==> src/rtl/mips_ctrl_pkg.sv <==
`default_nettype none
`timescale 1ns/1ps
// ============================================================================
// Module   : mips_ctrl_pkg
// Purpose  : Shared encodings for the multi-cycle MIPS control unit.
// Revision : 1.0 - initial release
// ============================================================================
package mips_ctrl_pkg;

    typedef enum logic [3:0] {
        ST_FETCH  = 4'd0,
        ST_DECODE = 4'd1,
        ST_MEMADR = 4'd2,
        ST_MEMRD  = 4'd3,
        ST_MEMWB  = 4'd4,
        ST_MEMWR  = 4'd5,
        ST_EXEC   = 4'd6,
        ST_ALUWB  = 4'd7,
        ST_BEQ    = 4'd8,
        ST_JUMP   = 4'd9,
        ST_ADDIEX = 4'd10,
        ST_ADDIWB = 4'd11,
        ST_BNE    = 4'd12,
        ST_IDLE   = 4'd15
    } state_t;

    localparam logic [5:0] OP_RTYPE = 6'b000000;
    localparam logic [5:0] OP_LW    = 6'b100011;
    localparam logic [5:0] OP_SW    = 6'b101011;
    localparam logic [5:0] OP_BEQ   = 6'b000100;
    localparam logic [5:0] OP_BNE   = 6'b000101;
    localparam logic [5:0] OP_ADDI  = 6'b001000;
    localparam logic [5:0] OP_J     = 6'b000010;

    // Shared with the datapath ALU control.
    localparam logic [1:0] ALU_ADD   = 2'b00;
    localparam logic [1:0] ALU_SUB   = 2'b01;
    localparam logic [1:0] ALU_FUNCT = 2'b10;

    localparam logic [1:0] SRCB_RT      = 2'b00;
    localparam logic [1:0] SRCB_FOUR    = 2'b01;
    localparam logic [1:0] SRCB_IMM     = 2'b10;
    localparam logic [1:0] SRCB_IMM_SH2 = 2'b11;

    localparam logic [1:0] PCSRC_ALU    = 2'b00;
    localparam logic [1:0] PCSRC_ALUOUT = 2'b01;
    localparam logic [1:0] PCSRC_JUMP   = 2'b10;

    function automatic logic opcode_legal(input logic [5:0] op);
        return (op == OP_RTYPE) || (op == OP_LW)  || (op == OP_SW)   ||
               (op == OP_BEQ)   || (op == OP_BNE) || (op == OP_ADDI) ||
               (op == OP_J);
    endfunction

endpackage
`default_nettype wire

==> src/rtl/mips_ctrl_outdec.sv <==
`default_nettype none
`timescale 1ns/1ps
// ============================================================================
// Module   : mips_ctrl_outdec
// Purpose  : Combinational decode of the control state into datapath strobes.
// Revision : 1.0 - initial release
// ============================================================================
module mips_ctrl_outdec
    import mips_ctrl_pkg::*;
(
    input  state_t      state,
    input  logic        mem_ready,
    input  logic [5:0]  opcode,
    output logic        pc_write,
    output logic        pc_write_cond,
    output logic        branch_ne,
    output logic        i_or_d,
    output logic        mem_read,
    output logic        mem_write,
    output logic        ir_write,
    output logic        mem_to_reg,
    output logic        reg_dst,
    output logic        reg_write,
    output logic        alu_src_a,
    output logic [1:0]  alu_src_b,
    output logic [1:0]  alu_op,
    output logic [1:0]  pc_source,
    output logic        retire,
    output logic        illegal
);

    always_comb begin
        pc_write      = 1'b0;
        pc_write_cond = 1'b0;
        branch_ne     = 1'b0;
        i_or_d        = 1'b0;
        mem_read      = 1'b0;
        mem_write     = 1'b0;
        ir_write      = 1'b0;
        mem_to_reg    = 1'b0;
        reg_dst       = 1'b0;
        reg_write     = 1'b0;
        alu_src_a     = 1'b0;
        alu_src_b     = SRCB_RT;
        alu_op        = ALU_ADD;
        pc_source     = PCSRC_ALU;
        retire        = 1'b0;
        illegal       = 1'b0;

        case (state)
            ST_FETCH: begin
                // PC+4 is computed every cycle but only committed with the IR load.
                mem_read  = 1'b1;
                alu_src_b = SRCB_FOUR;
                ir_write  = mem_ready;
                pc_write  = mem_ready;
            end
            ST_DECODE: begin
                alu_src_b = SRCB_IMM_SH2;
                illegal   = !opcode_legal(opcode);
            end
            ST_MEMADR: begin
                alu_src_a = 1'b1;
                alu_src_b = SRCB_IMM;
            end
            ST_MEMRD: begin
                mem_read = 1'b1;
                i_or_d   = 1'b1;
            end
            ST_MEMWB: begin
                reg_write  = 1'b1;
                mem_to_reg = 1'b1;
                retire     = 1'b1;
            end
            ST_MEMWR: begin
                i_or_d    = 1'b1;
                mem_write = 1'b1;
                retire    = mem_ready;
            end
            ST_EXEC: begin
                alu_src_a = 1'b1;
                alu_op    = ALU_FUNCT;
            end
            ST_ALUWB: begin
                reg_write = 1'b1;
                reg_dst   = 1'b1;
                retire    = 1'b1;
            end
            ST_ADDIEX: begin
                alu_src_a = 1'b1;
                alu_src_b = SRCB_IMM;
            end
            ST_ADDIWB: begin
                reg_write = 1'b1;
                retire    = 1'b1;
            end
            ST_BEQ, ST_BNE: begin
                alu_src_a     = 1'b1;
                alu_op        = ALU_SUB;
                pc_write_cond = 1'b1;
                pc_source     = PCSRC_ALUOUT;
                branch_ne     = (state == ST_BNE);
                retire        = 1'b1;
            end
            ST_JUMP: begin
                pc_write  = 1'b1;
                pc_source = PCSRC_JUMP;
                retire    = 1'b1;
            end
            default: ;
        endcase
    end

endmodule
`default_nettype wire

==> src/rtl/mips_mc_ctrl.sv <==
`default_nettype none
`timescale 1ns/1ps
// ============================================================================
// Module   : mips_mc_ctrl
// Purpose  : Multi-cycle MIPS control FSM: state register and next-state logic.
// Revision : 1.0 - initial release
// ============================================================================
module mips_mc_ctrl
    import mips_ctrl_pkg::*;
(
    input  logic        clk,
    input  logic        reset,
    input  logic [5:0]  opcode,
    input  logic        mem_ready,
    output logic        pc_write,
    output logic        pc_write_cond,
    output logic        branch_ne,
    output logic        i_or_d,
    output logic        mem_read,
    output logic        mem_write,
    output logic        ir_write,
    output logic        mem_to_reg,
    output logic        reg_dst,
    output logic        reg_write,
    output logic        alu_src_a,
    output logic [1:0]  alu_src_b,
    output logic [1:0]  alu_op,
    output logic [1:0]  pc_source,
    output logic        retire,
    output logic        illegal,
    output logic [3:0]  state
);

    state_t r_state;
    state_t w_next;

    // Asynchronous entry to IDLE makes every decoded output drop at once.
    always_ff @(posedge clk or negedge reset) begin
        if (!reset) begin
            r_state <= ST_IDLE;
        end else begin
            r_state <= w_next;
        end
    end

    always_comb begin
        w_next = ST_IDLE;
        case (r_state)
            ST_IDLE:   w_next = ST_FETCH;
            ST_FETCH:  w_next = mem_ready ? ST_DECODE : ST_FETCH;
            ST_DECODE: begin
                case (opcode)
                    OP_RTYPE:     w_next = ST_EXEC;
                    OP_LW, OP_SW: w_next = ST_MEMADR;
                    OP_BEQ:       w_next = ST_BEQ;
                    OP_BNE:       w_next = ST_BNE;
                    OP_ADDI:      w_next = ST_ADDIEX;
                    OP_J:         w_next = ST_JUMP;
                    default:      w_next = ST_FETCH;
                endcase
            end
            ST_MEMADR: begin
                if (opcode == OP_LW) begin
                    w_next = ST_MEMRD;
                end else if (opcode == OP_SW) begin
                    w_next = ST_MEMWR;
                end else begin
                    w_next = ST_FETCH;
                end
            end
            ST_MEMRD:  w_next = mem_ready ? ST_MEMWB : ST_MEMRD;
            ST_MEMWB:  w_next = ST_FETCH;
            ST_MEMWR:  w_next = mem_ready ? ST_FETCH : ST_MEMWR;
            ST_EXEC:   w_next = ST_ALUWB;
            ST_ALUWB:  w_next = ST_FETCH;
            ST_ADDIEX: w_next = ST_ADDIWB;
            ST_ADDIWB: w_next = ST_FETCH;
            ST_BEQ:    w_next = ST_FETCH;
            ST_BNE:    w_next = ST_FETCH;
            ST_JUMP:   w_next = ST_FETCH;
            default:   w_next = ST_IDLE;
        endcase
    end

    assign state = r_state;

    mips_ctrl_outdec u_outdec (
        .state         (r_state),
        .mem_ready     (mem_ready),
        .opcode        (opcode),
        .pc_write      (pc_write),
        .pc_write_cond (pc_write_cond),
        .branch_ne     (branch_ne),
        .i_or_d        (i_or_d),
        .mem_read      (mem_read),
        .mem_write     (mem_write),
        .ir_write      (ir_write),
        .mem_to_reg    (mem_to_reg),
        .reg_dst       (reg_dst),
        .reg_write     (reg_write),
        .alu_src_a     (alu_src_a),
        .alu_src_b     (alu_src_b),
        .alu_op        (alu_op),
        .pc_source     (pc_source),
        .retire        (retire),
        .illegal       (illegal)
    );

endmodule
`default_nettype wire

==> config.mk <==
export PLATFORM = sky130hd
export DESIGN_NAME = mips_mc_ctrl
export DESIGN_NICKNAME = d
export VERILOG_FILES = /design/src/rtl/mips_ctrl_pkg.sv /design/src/rtl/mips_ctrl_outdec.sv /design/src/rtl/mips_mc_ctrl.sv
export SDC_FILE = /design/constraint.sdc
export NUM_CORES = 1
export LEC_CHECK = 0
export ABC_AREA = 1
export CAP_MARGIN = 20
export CORE_MARGIN = 5
export CORE_UTILIZATION = 34
export CTS_BUF_LIST = sky130_fd_sc_hd__clkbuf_16
export CTS_CLUSTER_SIZE = 12
export DETAILED_ROUTE_END_ITERATION = 8
export HOLD_SLACK_MARGIN = 0.05
export PLACE_DENSITY = 0.82
export SLEW_MARGIN = 40
export SYNTH_ARGS = -nofsm -noshare
export SYNTH_HDL_FRONTEND = slang
export SYNTH_SLANG_ARGS = --single-unit
==> constraint.sdc <==
create_clock -name clk -period 1.2 [get_ports clk]
set_input_delay 0.24 -clock clk [delete_from_list [all_inputs] [get_ports clk]]
set_output_delay 0.24 -clock clk [all_outputs]
set_load 0.05 [all_outputs]
==> impl_metrics.yaml, run 1 <==
synth:
  post-synth-top-area-fraction: 0.187
  synth-main-ff-cell: "sky130_fd_sc_hd__dfstp_2"
  post_synth_edffs: 0
  synth-warning-count: 0
  synth.top_cells.by_area: "sky130_fd_sc_hd__nand2_1, sky130_fd_sc_hd__dfstp_2, sky130_fd_sc_hd__nor2_1"
  fraction_of_the_yosys_area_taken_by_sequential_cells: 0.181
  yosysMostFrequentCell: "sky130_fd_sc_hd__nand2_1"
  netlist-cell-type-count: 18
  synth-async-reset-ratio: 1.00
  synth_area_um2: 582
  synth.cells.most_frequent: "sky130_fd_sc_hd__nand2_1, sky130_fd_sc_hd__nor2_1, sky130_fd_sc_hd__inv_1"
  avgSynthCellArea_um2: 5.15
  ys_ff_latch: 4
  synth_top_area_cell: "sky130_fd_sc_hd__nand2_1"
  syn_nets: 122
  synthCells: 113
placement:
  place.port_buffers: 31
  preCtsSetupSlack_ns: -0.651
  dpl.hpwl_um: 2540
  place.gp.congestion: 0.874
status:
  stage_reached: "4_1_cts"
  first-error: "[ERROR DPL-0038] Utilization greater than 100%, impossible to legalize"
  outcome: "stopped before the end"
floorplanning:
  chipWidth_um: 51.4
  die-height_um: 51.4
  floorplan.initialDensity: 0.348
  pin_count: 32
  rows: 15
cts:
  clock_tree.htree_level_count: 1
  cts-resized-gates: 44
  cts.repair_timing.setup_buffer_count: 2
  numCtsBuffers: 3
  cts_root_buf: "sky130_fd_sc_hd__clkbuf_16"
  cts_sinks: 4
  postCtsHoldBufs: 0
  cts-root-to-sink-buffers: 2
## stage by stage
step / util / hold WS, ns / instances / instance area (um^2)
detailed placement: 0.915 / 0.678 / 195 / 1530
global placement: 0.915 / 0.643 / 195 / 1530
floorplan: - / 0.0934 / 113 / 711
## kinds of logic after synthesis
kind of cell / synth area share
AO/OA/AOI/OAI: 0.0796
buffers and inverters: 0.168
flip-flops: 0.181
AND/OR/NAND/NOR: 0.572
==> inputs of run 2 (changes only) <==
- CORE_AREA: not set -> 5 5 66 68
- CORE_MARGIN: 5 -> not set
- CORE_UTILIZATION: 34 -> not set
- CTS_BUF_LIST: sky130_fd_sc_hd__clkbuf_16 -> not set
- CTS_CLUSTER_SIZE: 12 -> not set
- DIE_AREA: not set -> 0 0 71 73
- HOLD_SLACK_MARGIN: 0.05 -> not set
- PLACE_DENSITY: 0.82 -> not set
- PLACE_DENSITY_LB_ADDON: not set -> 0.15
- clock period: 1.2 -> 1.6 ns (I/O delays scaled with it)
==> run 2 against run 1 <==
  * The flow now finishes, with violations (negative setup slack)
  * Area after synthesis stayed put
  * Synthesized cell count stayed put
==> impl_metrics.yaml, run 2 <==
route:
  num_vias: 923
  drtIter0Drc: 16
  drc_errors: 0
  drtAntennaViolNets: 0
  via_per_inst: 3.98
  wl_um: 2280
  drtPass1Iterations: 4
  route.detailed.wl_per_inst_um: 9.83
synth:
  synth-main-ff-cell: "sky130_fd_sc_hd__dfstp_2"
  yosysMostFrequentCell: "sky130_fd_sc_hd__nand2_1"
  synthCells: 113
  synth-warning-count: 0
  post_synth_edffs: 0
  synth-async-reset-ratio: 1.00
  post-synth-top-area-fraction: 0.187
  ys_ff_latch: 4
  netlist-cell-type-count: 18
  synth.cells.most_frequent: "sky130_fd_sc_hd__nand2_1, sky130_fd_sc_hd__nor2_1, sky130_fd_sc_hd__inv_1"
  syn_nets: 122
  synth_top_area_cell: "sky130_fd_sc_hd__nand2_1"
  synth.top_cells.by_area: "sky130_fd_sc_hd__nand2_1, sky130_fd_sc_hd__dfstp_2, sky130_fd_sc_hd__nor2_1"
  avgSynthCellArea_um2: 5.15
  synth_area_um2: 582
  fraction_of_the_yosys_area_taken_by_sequential_cells: 0.181
timing:
  max_slew.worst_pin.slew_ns: 0.252
  clock-skew-final_ns: 0.000984
  period_minus_slack_ns: 1.84
  timing.max_slew.rel_slack: 0.832
  min_period_over_period: 1.15
  finalHoldViolations: 0
  timing.final.max_slew_violations: 0
  max_clock_freq_ghz: 0.543
  post-route-worst-setup-slack_ns: -0.241
  final.setup.tns_ns: -2.63
  setup_viol_count_final: 19
  unrepaired_setup_endpoints_after_global_routing: "true"
cts:
  clock_tree_from_tritoncts: "built"
  cts_sinks: 4
  cts_root_buf: "sky130_fd_sc_hd__clkbuf_8"
  clk_transition_reported_paths_ns: 0.03
  numCtsBuffers: 3
  clock_tree.htree_level_count: 1
  postCtsHoldBufs: 0
  clkLatencyLatePin_ns: 0.21
  cts-root-to-sink-buffers: 2
layout:
  mostFrequentLayoutCell: "sky130_fd_sc_hd__buf_4"
  finalNonFillerCells: 232
  largest_register_ff_count: 4
  layout.cells.most_common_list: "sky130_fd_sc_hd__buf_4, sky130_fd_sc_hd__buf_12, sky130_fd_sc_hd__nand2_1, sky130_fd_sc_hd__nor2_4, sky130_fd_sc_hd__inv_1"
  proportion_of_layout_cells_with_a_drive_suffix_above_1: 0.621
  insertedDiodeCount: 0
  finish.utilization: 0.446
  area_growth_pct: 191
  layout.nets: 193
  fin_area_um2: 1690
floorplanning:
  rows: 23
  chipWidth_um: 71
  die-height_um: 73
  dieArea_um2: 5180
  floorplan.initialDensity: 0.153
  coreArea_um2: 3800
  pin_count: 32
setup_path:
  timing_worst_setup_path_type: "reg2out"
  critPathArrivalTime_ns: 1.52
  crit_path_max_fanout: 4
  cp-end-kind: "output port"
  kind_of_launch_point_of_the_worst_setup_path: "flop"
  required_ns: 1.28
grt:
  antenna_violations_before_repair: 0
  global_route.usage.total: 0.0937
  grt_pass1_vias: 970
  globalRouteOverflowTotal: 0
  global_route_wire_length_before_repair_um: 4020
  maximum_number_of_pins_on_one_net_before_global_route_repair: 6
placement:
  place.port_buffers: 31
  total_placed_instance_area_um2: 1550
  dpl.hpwl_um: 2030
  place_inst: 228
  place.gp.congestion: 0.831
  preCtsSetupSlack_ns: -0.363
status:
  outcome: "finished with violations"
  violations: "negative setup slack"
hold_path:
  min_path_type: "in2async"
power:
  vdd_drop_max_mv: 0.237
  leakagePower_uw: 0.000819
  power_per_cell_area_nw_per_um2: 479
job:
  max_cap_violations: 0
## run 2: cell counts after synthesis
Identical to the previous run, type by type.
## run 2: kinds of logic (layout without fill, tap and decap cells)
logic type	count (synthesis)	count (layout)	share of synthesized area
and+or+nand+nor	76	76	0.572
buffers and inverters	25	94	0.168
DFF	4	4	0.181
AOI/OAI and AO/OA	8	8	0.0796
## run 2: cell type report
cell class / instances / area [um^2]
well taps: 50 / 62.6
inverters: 24 / 104
multi-input cells: 84 / 543
repair buffers: 67 / 822
clock buffers: 3 / 41.3
flip-flops and latches: 4 / 120
fillers: 406 / 2110
## run 2: path summary, 6_finish.rpt
path | from | to | slack (ns) | cells after the start
min | reset | state[2] | 0.52 | 1
max | state[2] | retire | -0.24 | 7
min in group clk | opcode[5] | state[2] | 0.66 | 6
max reg2reg | state[1] | state[0] | 0.02 | 10
max in group asynchronous | reset | state[1] | 1.06 | 1
min reg2reg | state[1] | state[0] | 0.92 | 6
## run 2: per-stage QoR
stage	power (uW)	hold slack (ns)
finish	811	0.523
global route	859	0.547
CTS	823	0.529
detailed placement	587	0.754
global placement	585	0.730
floorplan	343	0.173
## run 2: metal layers
metal	vias up	part of all wire	global-route usage
li1	481	-	-
met1	410	0.38	0.0906
met4	0	0.013	0.0418
met2	28	0.55	0.186
met3	4	0.059	0.0220
met5	-	0	0
## run 2: repair_timing
item / CTS / global route
setup endpoints to repair: 19 / 21
setup buffers: 0 / 1
pin swaps: 10 / 4
gates resized for setup: 31 / 4
hold endpoints to repair: 0 / 0
## run 2: critical path, cell delays in order, from the launching register on
cell and delay [ns]:
sky130_fd_sc_hd__dfstp_4 0.65, sky130_fd_sc_hd__inv_4 0.04, sky130_fd_sc_hd__nor2_4 0.11, sky130_fd_sc_hd__inv_4 0.07, sky130_fd_sc_hd__nor2_4 0.11, sky130_fd_sc_hd__nand2_1 0.06
sky130_fd_sc_hd__nand4_1 0.11, sky130_fd_sc_hd__buf_12 0.15
## run 2: report_power, final
part | leakage, uW | internal (uW) | switching (uW)
logic | 0.000752 | 216 | 263
clock network | 0.0000216 | 160 | 49.1
registers | 0.0000451 | 114 | 8.82
(Power assumes the default switching activity.)
==> inputs of run 3 (changes only) <==
- GPL_TIMING_DRIVEN: not set -> 0
==> run 3 against run 2 <==
  * Critical path type unchanged
  * Sequential power about the same
  * Sequential cell count unchanged
  * Clock-buffer cell count unchanged
  * First-iteration DRC count rose to 2.8 times the previous value
  * Register-to-register slack better by 0.12 ns
  * The flow still finishes with violations (negative setup slack)
  * Hold slack worse by 0.017 ns
  * Via count down 11%
  * Setup slack better by 0.0030 ns
  * Non-clock buffer count down 23
  * Combinational power down 23%
  * Clock skew about the same
  * Sequential share of layout area up 2.1 points
==> impl_metrics.yaml, run 3 (synthesis gave the netlist of run 2 again) <==
timing:
  clock-skew-final_ns: 0.000947
  timing.max_slew.rel_slack: 0.674
  min_period_over_period: 1.15
  finalHoldViolations: 0
  timing.final.max_slew_violations: 0
  period_minus_slack_ns: 1.84
  hold_slack_ns: 0.506
  final.setup.tns_ns: -2.68
  setup_viol_count_final: 20
  unrepaired_setup_endpoints_after_global_routing: "true"
  post-route-worst-setup-slack_ns: -0.238
  max_slew.worst_pin.slew_ns: 0.491
  max_clock_freq_ghz: 0.544
route:
  num_vias: 817
  route.detailed.wl_per_inst_um: 10.2
  via_per_inst: 3.91
  drtAntennaViolNets: 0
  drtIter0Drc: 45
  drtPass1Iterations: 4
  wl_um: 2140
  drc_errors: 0
floorplanning:
  dieArea_um2: 5180
  chipWidth_um: 71
  rows: 23
  pin_count: 32
  floorplan.initialDensity: 0.153
  coreArea_um2: 3800
  die-height_um: 73
cts:
  clk_transition_reported_paths_ns: 0.03
  cts-root-to-sink-buffers: 2
  numCtsBuffers: 3
  clock_tree.htree_level_count: 1
  clkLatencyLatePin_ns: 0.21
  postCtsHoldBufs: 0
  clock_tree_from_tritoncts: "built"
  cts_sinks: 4
  cts_root_buf: "sky130_fd_sc_hd__clkbuf_8"
power:
  internal_power_uw: 405
  comb_power_share: 0.527
  power_per_cell_area_nw_per_um2: 534
  vdd_drop_max_mv: 0.180
  leakagePower_uw: 0.000660
  seq_power_share: 0.178
  power.switching_uw: 295
  clock_power_share: 0.295
  switching_share: 0.422
setup_path:
  required_ns: 1.28
  critPathArrivalTime_ns: 1.52
  timing_worst_setup_path_type: "reg2out"
  kind_of_launch_point_of_the_worst_setup_path: "flop"
  cp-end-kind: "output port"
  r2r.worst_path.cells: 9
  crit_path_max_fanout: 5
placement:
  place.port_buffers: 31
  dpl.hpwl_um: 1700
  place_inst: 194
  place.gp.congestion: 0.756
grt:
  globalRouteOverflowTotal: 0
  grt_pass1_vias: 882
  maximum_number_of_pins_on_one_net_before_global_route_repair: 7
  global_route_wire_length_before_repair_um: 3810
  antenna_violations_before_repair: 0
  global_route.usage.total: 0.0880
layout:
  finalNonFillerCells: 209
  n_fill_cell: 425
  layout.nets: 170
  insertedDiodeCount: 0
  area_growth_pct: 125
  largest_register_ff_count: 4
  finish.utilization: 0.345
  mostFrequentLayoutCell: "sky130_fd_sc_hd__nand2_1"
  layout.cells.most_common_list: "sky130_fd_sc_hd__nand2_1, sky130_fd_sc_hd__buf_4, sky130_fd_sc_hd__nor2_4, sky130_fd_sc_hd__inv_1"
  proportion_of_layout_cells_with_a_drive_suffix_above_1: 0.560
hold_path:
  min_path_type: "in2async"
status:
  violations: "negative setup slack"
  outcome: "finished with violations"
job:
  max_cap_violations: 0
-- run 3: final cells by class --
type                       instances  area, um^2  share of cell area
inverter                          24         106              0.0812
buffer                             1        7.51             0.00573
sequential                         4         120              0.0917
timing repair buffer              43         448               0.342
multi-input combinational         84         524               0.400
tap                               50        62.6              0.0478
clock buffer                       3        41.3              0.0315
-- run 3: what timing repair did --
item / 4_1_cts / 5_1_grt
hold endpoints to repair: 0 / 0
resized for setup: 166 / 13
setup endpoints to repair: 23 / 21
pin swaps: 6 / 3
gates cloned: 0 / 0
buffers inserted: 8 / 4
-- run 3: worst paths after layout --
check,startpoint,to,slack [ns]
worst min-delay path,reset,state[3],0.51
worst max-delay path,state[0],retire,-0.24
min in group clk,opcode[5],state[2],0.58
max in group asynchronous,reset,state[0],1.07
worst max register to register,state[3],state[2],0.14
worst min register to register,state[0],state[3],0.85
-- run 3: per-stage QoR --
step | total power, uW | cell area, um^2 | setup slack [ns]
after floorplan | 343 | 694 | -0.489
after global placement | 449 | 1070 | -1.04
after detailed placement | 448 | 1070 | -1.04
after CTS | 693 | 1240 | -0.246
after global routing | 741 | 1310 | -0.328
final | 700 | 1310 | -0.238
-- run 3: power by group through the flow --
| stage | combinational (uW) | sequential [uW] | clock, uW |
|---|---|---|---|
| detailed placement | 322 | 126 | 0 |
| global route | 394 | 126 | 222 |
| global placement | 322 | 127 | 0 |
| CTS | 354 | 125 | 213 |
| finish | 369 | 125 | 206 |
| floorplan | 199 | 144 | 0 |
-- run 3: critical path: stages, from the launching register on --
cell and delay [ns]:
sky130_fd_sc_hd__dfstp_4 0.64, sky130_fd_sc_hd__inv_2 0.05, sky130_fd_sc_hd__nor2_4 0.13, sky130_fd_sc_hd__inv_4 0.07, sky130_fd_sc_hd__nor2_4 0.11, sky130_fd_sc_hd__nor2_1 0.04, sky130_fd_sc_hd__nand4_1 0.10, sky130_fd_sc_hd__buf_6 0.17
-- run 3: routing by layer --
| layer | wire, um | vias up | GRT usage |
|---|---|---|---|
| met5 | 0 | - | 0 |
| met4 | 0 | 0 | 0.0313 |
| met3 | 124 | 0 | 0.0179 |
| met2 | 1110 | 24 | 0.164 |
| met1 | 906 | 360 | 0.0989 |
| li1 | - | 433 | - |
==> inputs of run 4 (changes only) <==
- HOLD_SLACK_MARGIN: not set -> 0.03
==> results of run 4 <==
The final DEF is identical to that of run 3; final timing and power are the same.
